File: src/rtl/delay_pkg.sv
`default_nettype none
// ============================================================================
// delay_pkg : shared defaults and tag-width helper for the delay_dn slice
// Rev 1.0
// ============================================================================
package delay_pkg;

   localparam int DEFAULT_DATA_WIDTH = 18;
   localparam int DEFAULT_INIT_VALUE = 0;

   // Number of bits needed to carry a flux index; at least one bit.
   function automatic int tag_width(input int n);
      return (n > 1) ? $clog2(n) : 1;
   endfunction

endpackage
`default_nettype wire

File: src/rtl/flux_arbiter.sv
`default_nettype none
// ============================================================================
// flux_arbiter : picks one eligible flux; round-robin when DELAY_DN_RR_EN,
//                otherwise lowest index wins.  Rev 1.0
// ============================================================================
module flux_arbiter
   import delay_pkg::*;
#(
   parameter int FLUX  = 2,
   localparam int IDX_W = tag_width(FLUX)
) (
   input  logic             clk,
   input  logic             rst,
   input  logic [FLUX-1:0]  elig_i,
   output logic [FLUX-1:0]  grant_o,
   output logic [IDX_W-1:0] idx_o,
   output logic             valid_o
);

   logic [IDX_W-1:0] w_idx;

   assign valid_o = |elig_i;

`ifdef DELAY_DN_RR_EN
   logic [IDX_W-1:0] last_q;
   logic [IDX_W-1:0] last_d;
   logic             w_found;
   int               w_cand;

   // Search begins one past the previous winner and wraps around.
   always_comb begin
      w_idx   = '0;
      w_found = 1'b0;
      w_cand  = 0;
      for (int k = 1; k <= FLUX; k++) begin
         w_cand = (int'(last_q) + k) % FLUX;
         if (!w_found && elig_i[w_cand]) begin
            w_found = 1'b1;
            w_idx   = IDX_W'(w_cand);
         end
      end
   end

   always_comb begin
      last_d = last_q;
      if (valid_o) begin
         last_d = w_idx;
      end
   end

   always_ff @(posedge clk) begin
      if (rst) begin
         last_q <= IDX_W'(FLUX - 1);
      end else begin
         last_q <= last_d;
      end
   end
`else
   logic unused_clk_rst;
   assign unused_clk_rst = clk ^ rst;

   always_comb begin
      w_idx = '0;
      for (int i = FLUX - 1; i >= 0; i--) begin
         if (elig_i[i]) begin
            w_idx = IDX_W'(i);
         end
      end
   end
`endif

   always_comb begin
      grant_o = '0;
      if (valid_o) begin
         grant_o[w_idx] = 1'b1;
      end
   end

   assign idx_o = w_idx;

endmodule
`default_nettype wire

File: src/rtl/ram_dual_ported.sv
`default_nettype none
// ============================================================================
// ram_dual_ported : one synchronous write port, one asynchronous read port
// Rev 1.0
// ============================================================================
module ram_dual_ported #(
   parameter int DEPTH  = 16,
   parameter int WIDTH  = 18,
   localparam int ADDR_W = (DEPTH > 1) ? $clog2(DEPTH) : 1
) (
   input  logic              clk,
   input  logic              we_i,
   input  logic [ADDR_W-1:0] waddr_i,
   input  logic [WIDTH-1:0]  wdata_i,
   input  logic [ADDR_W-1:0] raddr_i,
   output logic [WIDTH-1:0]  rdata_o
);

   logic [WIDTH-1:0] mem_q [DEPTH];

   always_ff @(posedge clk) begin
      if (we_i) begin
         mem_q[waddr_i] <= wdata_i;
      end
   end

   assign rdata_o = mem_q[raddr_i];

endmodule
`default_nettype wire

File: src/rtl/delay_dn.sv
`default_nettype none
// ============================================================================
// delay_dn : FLUX independent DELAY-token delay lines over one shared RAM.
//            Option macro: DELAY_DN_RR_EN (round-robin flux selection). Rev 1.0
// ============================================================================
module delay_dn
   import delay_pkg::*;
#(
   parameter int                    FLUX       = 2,
   parameter int                    DATA_WIDTH = DEFAULT_DATA_WIDTH,
   parameter int                    DELAY      = 8,
   parameter logic [DATA_WIDTH-1:0] INIT_VALUE = DATA_WIDTH'(DEFAULT_INIT_VALUE),
   localparam int                   TAG_WIDTH  = tag_width(FLUX),
   localparam int                   WIDTH      = DATA_WIDTH + TAG_WIDTH
) (
   input  logic             clk,
   input  logic             rst,
   input  logic [FLUX-1:0]  read_port_in_pel_empty_i,
   output logic [FLUX-1:0]  read_port_in_pel_read_o,
   input  logic [WIDTH-1:0] read_port_in_pel_dout_i,
   input  logic [FLUX-1:0]  write_port_out_pel_full_i,
   output logic             write_port_out_pel_write_o,
   output logic [WIDTH-1:0] write_port_out_pel_din_o
);

   localparam int DEPTH  = FLUX * DELAY;
   localparam int ADDR_W = (DEPTH > 1) ? $clog2(DEPTH) : 1;
   localparam int PTR_W  = (DELAY > 1) ? $clog2(DELAY) : 1;
   localparam int FILL_W = $clog2(DELAY + 1);

   localparam logic [PTR_W-1:0]  C_PTR_LAST = PTR_W'(DELAY - 1);
   localparam logic [FILL_W-1:0] C_FILL_MAX = FILL_W'(DELAY);
   localparam logic [ADDR_W-1:0] C_DELAY_A  = ADDR_W'(DELAY);

   logic [PTR_W-1:0]  ptr_q  [FLUX];
   logic [PTR_W-1:0]  ptr_d  [FLUX];
   logic [FILL_W-1:0] fill_q [FLUX];
   logic [FILL_W-1:0] fill_d [FLUX];

   logic [FLUX-1:0]       w_elig;
   logic [FLUX-1:0]       w_grant;
   logic [TAG_WIDTH-1:0]  w_idx;
   logic                  w_fire;
   logic [PTR_W-1:0]      w_ptr_g;
   logic [FILL_W-1:0]     w_fill_g;
   logic [ADDR_W-1:0]     w_addr;
   logic [DATA_WIDTH-1:0] w_rdata;
   logic [DATA_WIDTH-1:0] w_out;

   // Upstream tag bits carry no meaning here; the lane identifies the flux.
   logic [TAG_WIDTH-1:0] unused_in_tag;
   assign unused_in_tag = read_port_in_pel_dout_i[WIDTH-1:DATA_WIDTH];

   assign w_elig = ~read_port_in_pel_empty_i & ~write_port_out_pel_full_i & {FLUX{~rst}};

   flux_arbiter #(
      .FLUX (FLUX)
   ) u_arb (
      .clk     (clk),
      .rst     (rst),
      .elig_i  (w_elig),
      .grant_o (w_grant),
      .idx_o   (w_idx),
      .valid_o (w_fire)
   );

   assign w_ptr_g  = ptr_q[w_idx];
   assign w_fill_g = fill_q[w_idx];
   assign w_addr   = ADDR_W'(w_idx) * C_DELAY_A + ADDR_W'(w_ptr_g);

   ram_dual_ported #(
      .DEPTH (DEPTH),
      .WIDTH (DATA_WIDTH)
   ) u_ram (
      .clk     (clk),
      .we_i    (w_fire),
      .waddr_i (w_addr),
      .wdata_i (read_port_in_pel_dout_i[DATA_WIDTH-1:0]),
      .raddr_i (w_addr),
      .rdata_o (w_rdata)
   );

   // Stale RAM contents stay hidden until the flux has seen DELAY tokens.
   assign w_out = (w_fill_g == C_FILL_MAX) ? w_rdata : INIT_VALUE;

   always_comb begin
      for (int i = 0; i < FLUX; i++) begin
         ptr_d[i]  = ptr_q[i];
         fill_d[i] = fill_q[i];
      end
      if (w_fire) begin
         ptr_d[w_idx]  = (w_ptr_g == C_PTR_LAST) ? '0 : w_ptr_g + 1'b1;
         fill_d[w_idx] = (w_fill_g == C_FILL_MAX) ? w_fill_g : w_fill_g + 1'b1;
      end
   end

   always_ff @(posedge clk) begin
      if (rst) begin
         for (int i = 0; i < FLUX; i++) begin
            ptr_q[i]  <= '0;
            fill_q[i] <= '0;
         end
      end else begin
         for (int i = 0; i < FLUX; i++) begin
            ptr_q[i]  <= ptr_d[i];
            fill_q[i] <= fill_d[i];
         end
      end
   end

   assign read_port_in_pel_read_o    = w_grant;
   assign write_port_out_pel_write_o = w_fire;
   assign write_port_out_pel_din_o   = {w_idx, w_out};

endmodule
`default_nettype wire

File: config.mk
export PLATFORM = sky130hd
export DESIGN_NAME = delay_dn
export DESIGN_NICKNAME = d
export VERILOG_FILES = /design/src/rtl/delay_pkg.sv /design/src/rtl/flux_arbiter.sv /design/src/rtl/ram_dual_ported.sv /design/src/rtl/delay_dn.sv
export SDC_FILE = /design/constraint.sdc
export NUM_CORES = 1
export LEC_CHECK = 0
export CAP_MARGIN = 20
export CORE_AREA = 2 2 192 194
export CTS_CLUSTER_SIZE = 12
export DETAILED_ROUTE_END_ITERATION = 12
export DIE_AREA = 0 0 194 196
export GPL_TIMING_DRIVEN = 0
export HOLD_SLACK_MARGIN = 0.12
export PLACE_DENSITY = 0.47
export SYNTH_ARGS = -nofsm -noshare
export SYNTH_HDL_FRONTEND = slang
export SYNTH_SLANG_ARGS = --single-unit
File: constraint.sdc
create_clock -name clk -period 4 [get_ports clk]
set_input_delay 0.4 -clock clk [delete_from_list [all_inputs] [get_ports clk]]
set_output_delay 0.4 -clock clk [all_outputs]
set_load 0.02 [all_outputs]
After elaboration in Yosys (flattened, before gate mapping)

Memories as Yosys holds them, arrays and structs flattened.
Cells that the tools add are included.

$add $sub $neg: 3
$lt $le $gt $ge: 4
Equality and inequality tests: 2
Multiplexer cells: 25
Bitwise operators: 10
Reduce and logical (&&, ||, !) cells: 3

Operator list:

| operator            | number |
|---|---|
| $mux 18             | 1 |
| $mux 4              | 4 |
| $mux 3              | 4 |
| $bwmux 8            | 1 |
| $mux 1              | 8 |
| $mux 8              | 1 |
| $bwmux 6            | 1 |
| $mux 6              | 1 |
| $add 4x1->4 const B | 1 |
| $add 4x3->4         | 1 |
| $and 2x2->2         | 2 |
| $demux 4 s1         | 1 |
| $eq 4x4->1 const B  | 1 |
| $not 2->2           | 2 |
| $or 1x1->1          | 4 |
| $add 3x1->3 const B | 1 |
| $demux 3 s1         | 1 |
| $eq 3x3->1 const B  | 1 |
| $ge 2x2->1 const B  | 1 |
| $logic_and 1x1->1   | 2 |
| $lt 1x2->1 const B  | 1 |
| $lt 2x1->1 const B  | 1 |
| $mux 2              | 1 |
| $not 1->2           | 1 |
| other kinds (4)     | 4 |

Register bits: 0
RAM bits: 302
Input port bits: 25
Word-level logic and storage cells: 50
Memories kept: 3

Memories:

| memory      | words | bits a word | rd ports | clocked after memory_dff | write ports | line                  | text |
|---|---|---|---|---|---|---|---|
| u_ram.mem_q | 16    | 18          | 1        | 0                        | 1           | ram_dual_ported.sv:19 | `logic [WIDTH-1:0] mem_q [DEPTH];` |
| fill_q      | 2     | 4           | 3        | 0                        | 2           | delay_dn.sv:37        | `logic [FILL_W-1:0] fill_q [FLUX];` |
| ptr_q       | 2     | 3           | 3        | 0                        | 2           | delay_dn.sv:35        | `logic [PTR_W-1:0] ptr_q [FLUX];` |

Depth between registers and ports, before layout

Depth in word-level cells: 13
Mapped depth: 14

Cells and area by module

From an unflattened synthesis, not the netlist that was laid out.

Cell total of the unflattened synthesis: 573
Area total of the unflattened synthesis: 11,878.9 µm²

Modules (own cells, without submodules):

| module          | times used | cells each | area an instance (µm²) | seq. area each (µm²) |
|---|---|---|---|---|
| ram_dual_ported | 1          | 464        | 10,963.0               | 8,648.3 |
| delay_dn        | 1          | 105        | 892.1                  | 280.3 |
| flux_arbiter    | 1          | 4          | 23.8                   | 0.0 |

Least setup slack after synthesis

No wires, ideal clock.

Path type: input to output
From: input port read_port_in_pel_empty_i[0]
To: output port write_port_out_pel_din_o[16]
Arrival: 3.076 ns
Setup slack: 0.524 ns
Stages on the path: 11
Path buffers: 3
Path through: or2_0 -> clkbuf_1 -> nand2_2 -> clkbuf_1 -> buf_1 -> mux2i_1 -> ha_1 -> inv_1 -> a221o_1 -> a211o_1 -> a211oi_1

Cells in the longest elaborated chain, start to end: 8
Elaborated cells on any way between the ends: 10

Ends and longest elaborated chain:

| item                         | line               | text |
|---|---|---|
| from (decl)                  | delay_dn.sv:18     | `input logic [FLUX-1:0] read_port_in_pel_empty_i,` |
| $not 2->2 (*)                | delay_dn.sv:54     | `assign w_elig = ~read_port_in_pel_empty_i & ~write_port_out_pel_full_i & {FLUX{~rst}};` |
| $and 2x2->2 (*) (2 in a row) | delay_dn.sv:54     |  |
| $mux 1 (*)                   | flux_arbiter.sv:65 | `if (elig_i[i]) begin` |
| $mem_v2 2x3                  | --                 |  |
| $add 4x3->4                  | delay_dn.sv:69     | `assign w_addr = ADDR_W'(w_idx) * C_DELAY_A + ADDR_W'(w_ptr_g);` |
| $mem_v2 16x18                | --                 |  |
| $mux 18 (*)                  | delay_dn.sv:84     | `assign w_out = (w_fill_g == C_FILL_MAX) ? w_rdata : INIT_VALUE;` |
| to (decl)                    | delay_dn.sv:23     | `output logic [WIDTH-1:0] write_port_out_pel_din_o` |

Every way passes the cells marked *; elsewhere a longest branch is shown, timed or not.

Worst setup path after layout

From: input port read_port_in_pel_empty_i[0]
To: output port write_port_out_pel_din_o[5]

Same word-level chain as after synthesis.

==> impl_results.html <==
<table>
<tr><th>Metric</th><th>Value</th></tr>
<tr><th colspan="2">Final layout</th></tr>
<tr><td>Post-synthesis to final-layout area growth</td><td>20.1%</td></tr>
<tr><td>Share of post-route cells with drive strength above 1</td><td>0.184</td></tr>
<tr><td>Number of fill cells in the layout</td><td>3,323</td></tr>
<tr><td>Number of standard cells in the layout, taps in and fillers out</td><td>1,371</td></tr>
<tr><td>Combined area of the multi-input logic cells</td><td>3320 sq um</td></tr>
<tr><td>Final net count</td><td>910</td></tr>
<tr><td>Final antenna diode count</td><td>0</td></tr>
<tr><td>Final design area excluding fillers</td><td>15,000 sq um</td></tr>
<tr><td>Total area of sequential cells</td><td>8930 sq um</td></tr>
<tr><td>Share of the core filled with cells</td><td>0.415</td></tr>
<tr><th colspan="2">Worst setup path</th></tr>
<tr><td>Required @ worst endpoint</td><td>3.60 ns</td></tr>
<tr><td>Arr. time, crit path</td><td>3.52 ns</td></tr>
<tr><td>Worst-path cell with the longest stage delay</td><td>sky130_fd_sc_hd__clkdlybuf4s50_1</td></tr>
<tr><td>Type of the setup path with the least slack</td><td>input port to primary output</td></tr>
<tr><td>Biggest cell delay along the critical path</td><td>0.41 ns</td></tr>
<tr><td>Critical path peak fanout</td><td>10</td></tr>
<tr><td>Capturing element type of the critical path</td><td>primary output</td></tr>
<tr><td>Cell-by-cell listing of the critical path</td><td>clkdlybuf4s50_1 &gt; or2_0 &gt; clkbuf_4 &gt; nand2_4 &gt; clkbuf_4 &gt; buf_8 &gt; mux2i_4 &gt; ha_4 &gt; clkbuf_4 &gt; o2111ai_1 &gt; nor4_2 &gt; dlygate4sd2_1</td></tr>
<tr><td>Worst reg-to-reg path cell count</td><td>9</td></tr>
<tr><td>Cell repeated most along the worst path</td><td>sky130_fd_sc_hd__clkbuf_4</td></tr>
<tr><td>Type of element launching the critical path</td><td>input port</td></tr>
<tr><th colspan="2">STA</th></tr>
<tr><td>Worst-case hold slack</td><td>0.419 ns</td></tr>
<tr><td>Number of pins exceeding their max-slew limit in the final report</td><td>0</td></tr>
<tr><td>Count of final hold-check violations</td><td>0</td></tr>
<tr><td>Time the final worst path needs with I/O delays and setup</td><td>3.92 ns</td></tr>
<tr><td>Slew @ Worst Pin</td><td>0.980 ns</td></tr>
<tr><td>Total Negative Setup Slacks</td><td>0 ns</td></tr>
<tr><td>Skew final</td><td>0.0209 ns</td></tr>
<tr><td>Setup violations, final</td><td>0</td></tr>
<tr><td>Relative max-transition margin</td><td>0.347</td></tr>
<tr><td>Tcrit/Tclk final</td><td>0.981</td></tr>
<tr><td>Fmax</td><td>0.255 GHz</td></tr>
<tr><th colspan="2">Run</th></tr>
<tr><td>Max Cap Viol</td><td>0</td></tr>
<tr><th colspan="2">Place</th></tr>
<tr><td>Number of I/O port buffers</td><td>44</td></tr>
<tr><td>RePlAce Congestion</td><td>0.778</td></tr>
<tr><td>Total half-perimeter wirelength after legalization and detailed placement</td><td>24,800 um</td></tr>
<tr><td>Placed Area</td><td>13,800 sq um</td></tr>
<tr><td>Placed Cells incl. Taps</td><td>1,309</td></tr>
<tr><th colspan="2">Yosys</th></tr>
<tr><td>Proportion of netlist area held by the largest area contributor</td><td>0.693</td></tr>
<tr><td>Proportion of synthesized chip area in sequential cells</td><td>0.716</td></tr>
<tr><td>List of most frequent post-synthesis cells</td><td>sky130_fd_sc_hd__edfxtp_1 (288), sky130_fd_sc_hd__mux2i_1 (57), sky130_fd_sc_hd__a211oi_1 (36)</td></tr>
<tr><td>Total of flip-flops plus latches after synthesis</td><td>302</td></tr>
<tr><td>Mapped Area</td><td>12,500 sq um</td></tr>
<tr><td>EDFF count, synth</td><td>288</td></tr>
<tr><td>Mean cell area of the mapped netlist</td><td>15.9 sq um</td></tr>
<tr><td>Cell count after synthesis</td><td>785</td></tr>
<tr><td>Most common flop cell mapped by yosys</td><td>sky130_fd_sc_hd__edfxtp_1</td></tr>
<tr><td>Share of flip-flops with an asynchronous set or reset after synthesis</td><td>0</td></tr>
<tr><td>Number of library cell types mapped by synthesis</td><td>62</td></tr>
<tr><td>Number of warnings reported in the yosys synthesis log</td><td>0</td></tr>
<tr><td>Area contributors post-synth</td><td>sky130_fd_sc_hd__edfxtp_1 (69%), sky130_fd_sc_hd__mux2i_1 (4.6%), sky130_fd_sc_hd__dfxtp_1 (2.2%), sky130_fd_sc_hd__a211oi_1 (2.2%), sky130_fd_sc_hd__mux2_2 (2.2%)</td></tr>
<tr><td>Synth Net Count</td><td>816</td></tr>
<tr><td>Most frequently used cell type in the post-synthesis netlist</td><td>sky130_fd_sc_hd__edfxtp_1</td></tr>
<tr><td>Largest area contributor in the synthesized netlist</td><td>sky130_fd_sc_hd__edfxtp_1</td></tr>
<tr><th colspan="2">Pwr</th></tr>
<tr><td>Power density over the cells</td><td>455 nW/um^2</td></tr>
<tr><td>Static Leakage</td><td>0.00477 uW</td></tr>
<tr><td>VDD IR max</td><td>0.000282 V</td></tr>
<tr><th colspan="2">Routing</th></tr>
<tr><td>Sum of routed wire length over all layers</td><td>39,100 um</td></tr>
<tr><td>Number of DRC violations after detailed-routing iteration 0</td><td>755</td></tr>
<tr><td>Detailed-route DRC error count</td><td>0</td></tr>
<tr><td>DRT antenna net count</td><td>0</td></tr>
<tr><td>Vias per cell</td><td>5.55</td></tr>
<tr><td>Total number of vias</td><td>7,612</td></tr>
<tr><td>Post-detailed-route wirelength per cell</td><td>28.5 um</td></tr>
<tr><td>TritonRoute pass-1 iters</td><td>5</td></tr>
<tr><th colspan="2">Die</th></tr>
<tr><td>Core region area</td><td>36,100 sq um</td></tr>
<tr><td>IO Count</td><td>47</td></tr>
<tr><td>Die span in y</td><td>196 um</td></tr>
<tr><td>Site Rows</td><td>70</td></tr>
<tr><td>Effective utilization at floorplan</td><td>0.346</td></tr>
<tr><td>Die Outline Area</td><td>38,000 sq um</td></tr>
<tr><td>Die width</td><td>194 um</td></tr>
<tr><th colspan="2">Clock tree</th></tr>
<tr><td>Count of H-tree levels built during CTS</td><td>2</td></tr>
<tr><td>Maximum count of clock buffers along a single path</td><td>3</td></tr>
<tr><td>Register clock-pin slew on the reported worst setup and hold paths</td><td>0.06 ns</td></tr>
<tr><td>Master cell of the clock root buffer</td><td>sky130_fd_sc_hd__clkbuf_16</td></tr>
<tr><td>Inserted Clock Buffers</td><td>35</td></tr>
<tr><td>Clock latency reported for the late side of the worst-skew pair</td><td>0.52 ns</td></tr>
<tr><td>CTS sink cnt</td><td>302</td></tr>
<tr><td>Clock tree from TritonCTS</td><td>done</td></tr>
<tr><th colspan="2">Global route</th></tr>
<tr><td>Total track usage</td><td>0.205</td></tr>
<tr><td>Antenna violations before repair</td><td>0</td></tr>
<tr><td>Maximum number of pins on one net before global-route repair</td><td>19</td></tr>
<tr><td>Wire length of the first global-routing pass</td><td>55,500 um</td></tr>
<tr><td>Vias in the first global route</td><td>7,400</td></tr>
<tr><td>Sum of overflow across all layers after global routing</td><td>0</td></tr>
<tr><th colspan="2">Outcome</th></tr>
<tr><td>Outcome</td><td>finished, final reports clean</td></tr>
<tr><th colspan="2">Worst hold path</th></tr>
<tr><td>Type of the most critical hold path</td><td>input port to flip-flop</td></tr>
<tr><td>Depth of the worst hold-timing path</td><td>3</td></tr>
</table>
==> sequential cells by signal, summed over array words and instances, names as in the netlist <==
register and flops:
ptr_q 6, u_ram.mem_q 288, fill_q 8
==> final cells by class <==
class,count,area share
sequential,302,0.596
multi-input combinational,416,0.222
clock buffer,43,0.0605
timing repair buffer,58,0.0489
tap,468,0.0391
buffer,56,0.0234
clock inverter,18,0.00802
inverter,10,0.00251
==> worst max-delay path: cells and delay by family <==
family                   cells  cell delay (ns)
buffers and inverters        6             1.76
AND/OR/NAND/NOR              3             0.63
multiplexers                 1             0.28
adder cells (fa/ha/maj)      1             0.23
AO/OA/AOI/OAI                1             0.19
==> power by group <==
| part | internal [uW] | switching [uW] |
|---|---|---|
| Clock | 1680 | 1250 |
| Combinational | 135 | 267 |
| Sequential | 3480 | 6.63 |
| Total | 5300 | 1520 |
==> metrics by stage <==
step | setup WS [ns] | total power [uW]
2_1_floorplan | 0.524 | 3760
3_3_place_gp | -1.96 | 3940
3_5_place_dp | -1.97 | 3940
4_1_cts | 0.00935 | 6860
5_1_grt | -0.0163 | 7020
6_report | 0.0775 | 6820
==> routing by layer <==
| metal | up-vias | routed length, um | GRT usage |
|---|---|---|---|
| met2 | 330 | 17400 | 0.316 |
| met5 | - | 0 | 0 |
| met1 | 3892 | 17900 | 0.299 |
| li1 | 3327 | - | - |
| met4 | 0 | 1080 | 0.0609 |
| met3 | 63 | 2690 | 0.0347 |
==> kinds of logic after synthesis <==
| group | count (synthesis) | share of synthesized area |
|---|---|---|
| mux | 88 | 0.0800 |
| buf+inv | 67 | 0.0285 |
| compound gates | 144 | 0.0838 |
| flops | 302 | 0.716 |
| simple gates | 171 | 0.0811 |
| fa+ha+maj | 6 | 0.00602 |
| xor+xnor | 7 | 0.00491 |
==> layout by cell type, fill, tap and decap left out, drive strengths merged, types with 13 or more instances in the layout <==
master         netlist  routed
mux2                24      24
mux2i               57      57
nor4                21      21
a21oi               28      28
clkdlybuf4s50        0      27
o21ai               14      14
o2111ai             13      13
clkinv               0      13
edfxtp             288     288
nor2b               17      17
dfxtp               14      14
dlygate4sd2          0      13
nor2                18      18
nand2               34      34
clkbuf              22      66
inv                 10      13
buf                 35      47
and3                35      35
a31oi               15      15
a211oi              38      38
==> repair_timing <==
action                                  in CTS  in global routing
endpoints found under the setup margin      34                  8
hold buffers                                 1                  0
resized for setup                           54                 13
setup buffers                                1                  0
endpoints found under the hold margin        5                  0
pin swaps                                    3                  1
==> path summary, 6_finish.rpt <==
kind / from / slack [ns] / to
setup reg to reg: ptr_q[1][0] / 0.86 / u_ram.mem_q[2][1]
hold / removal: rst / 0.42 / fill_q[1][0]
setup / recovery: read_port_in_pel_empty_i[0] / 0.08 / write_port_out_pel_din_o[5]
hold reg to reg: fill_q[1][1] / 0.49 / fill_q[1][1]
No activity file was read; power rests on OpenSTA's default activity.
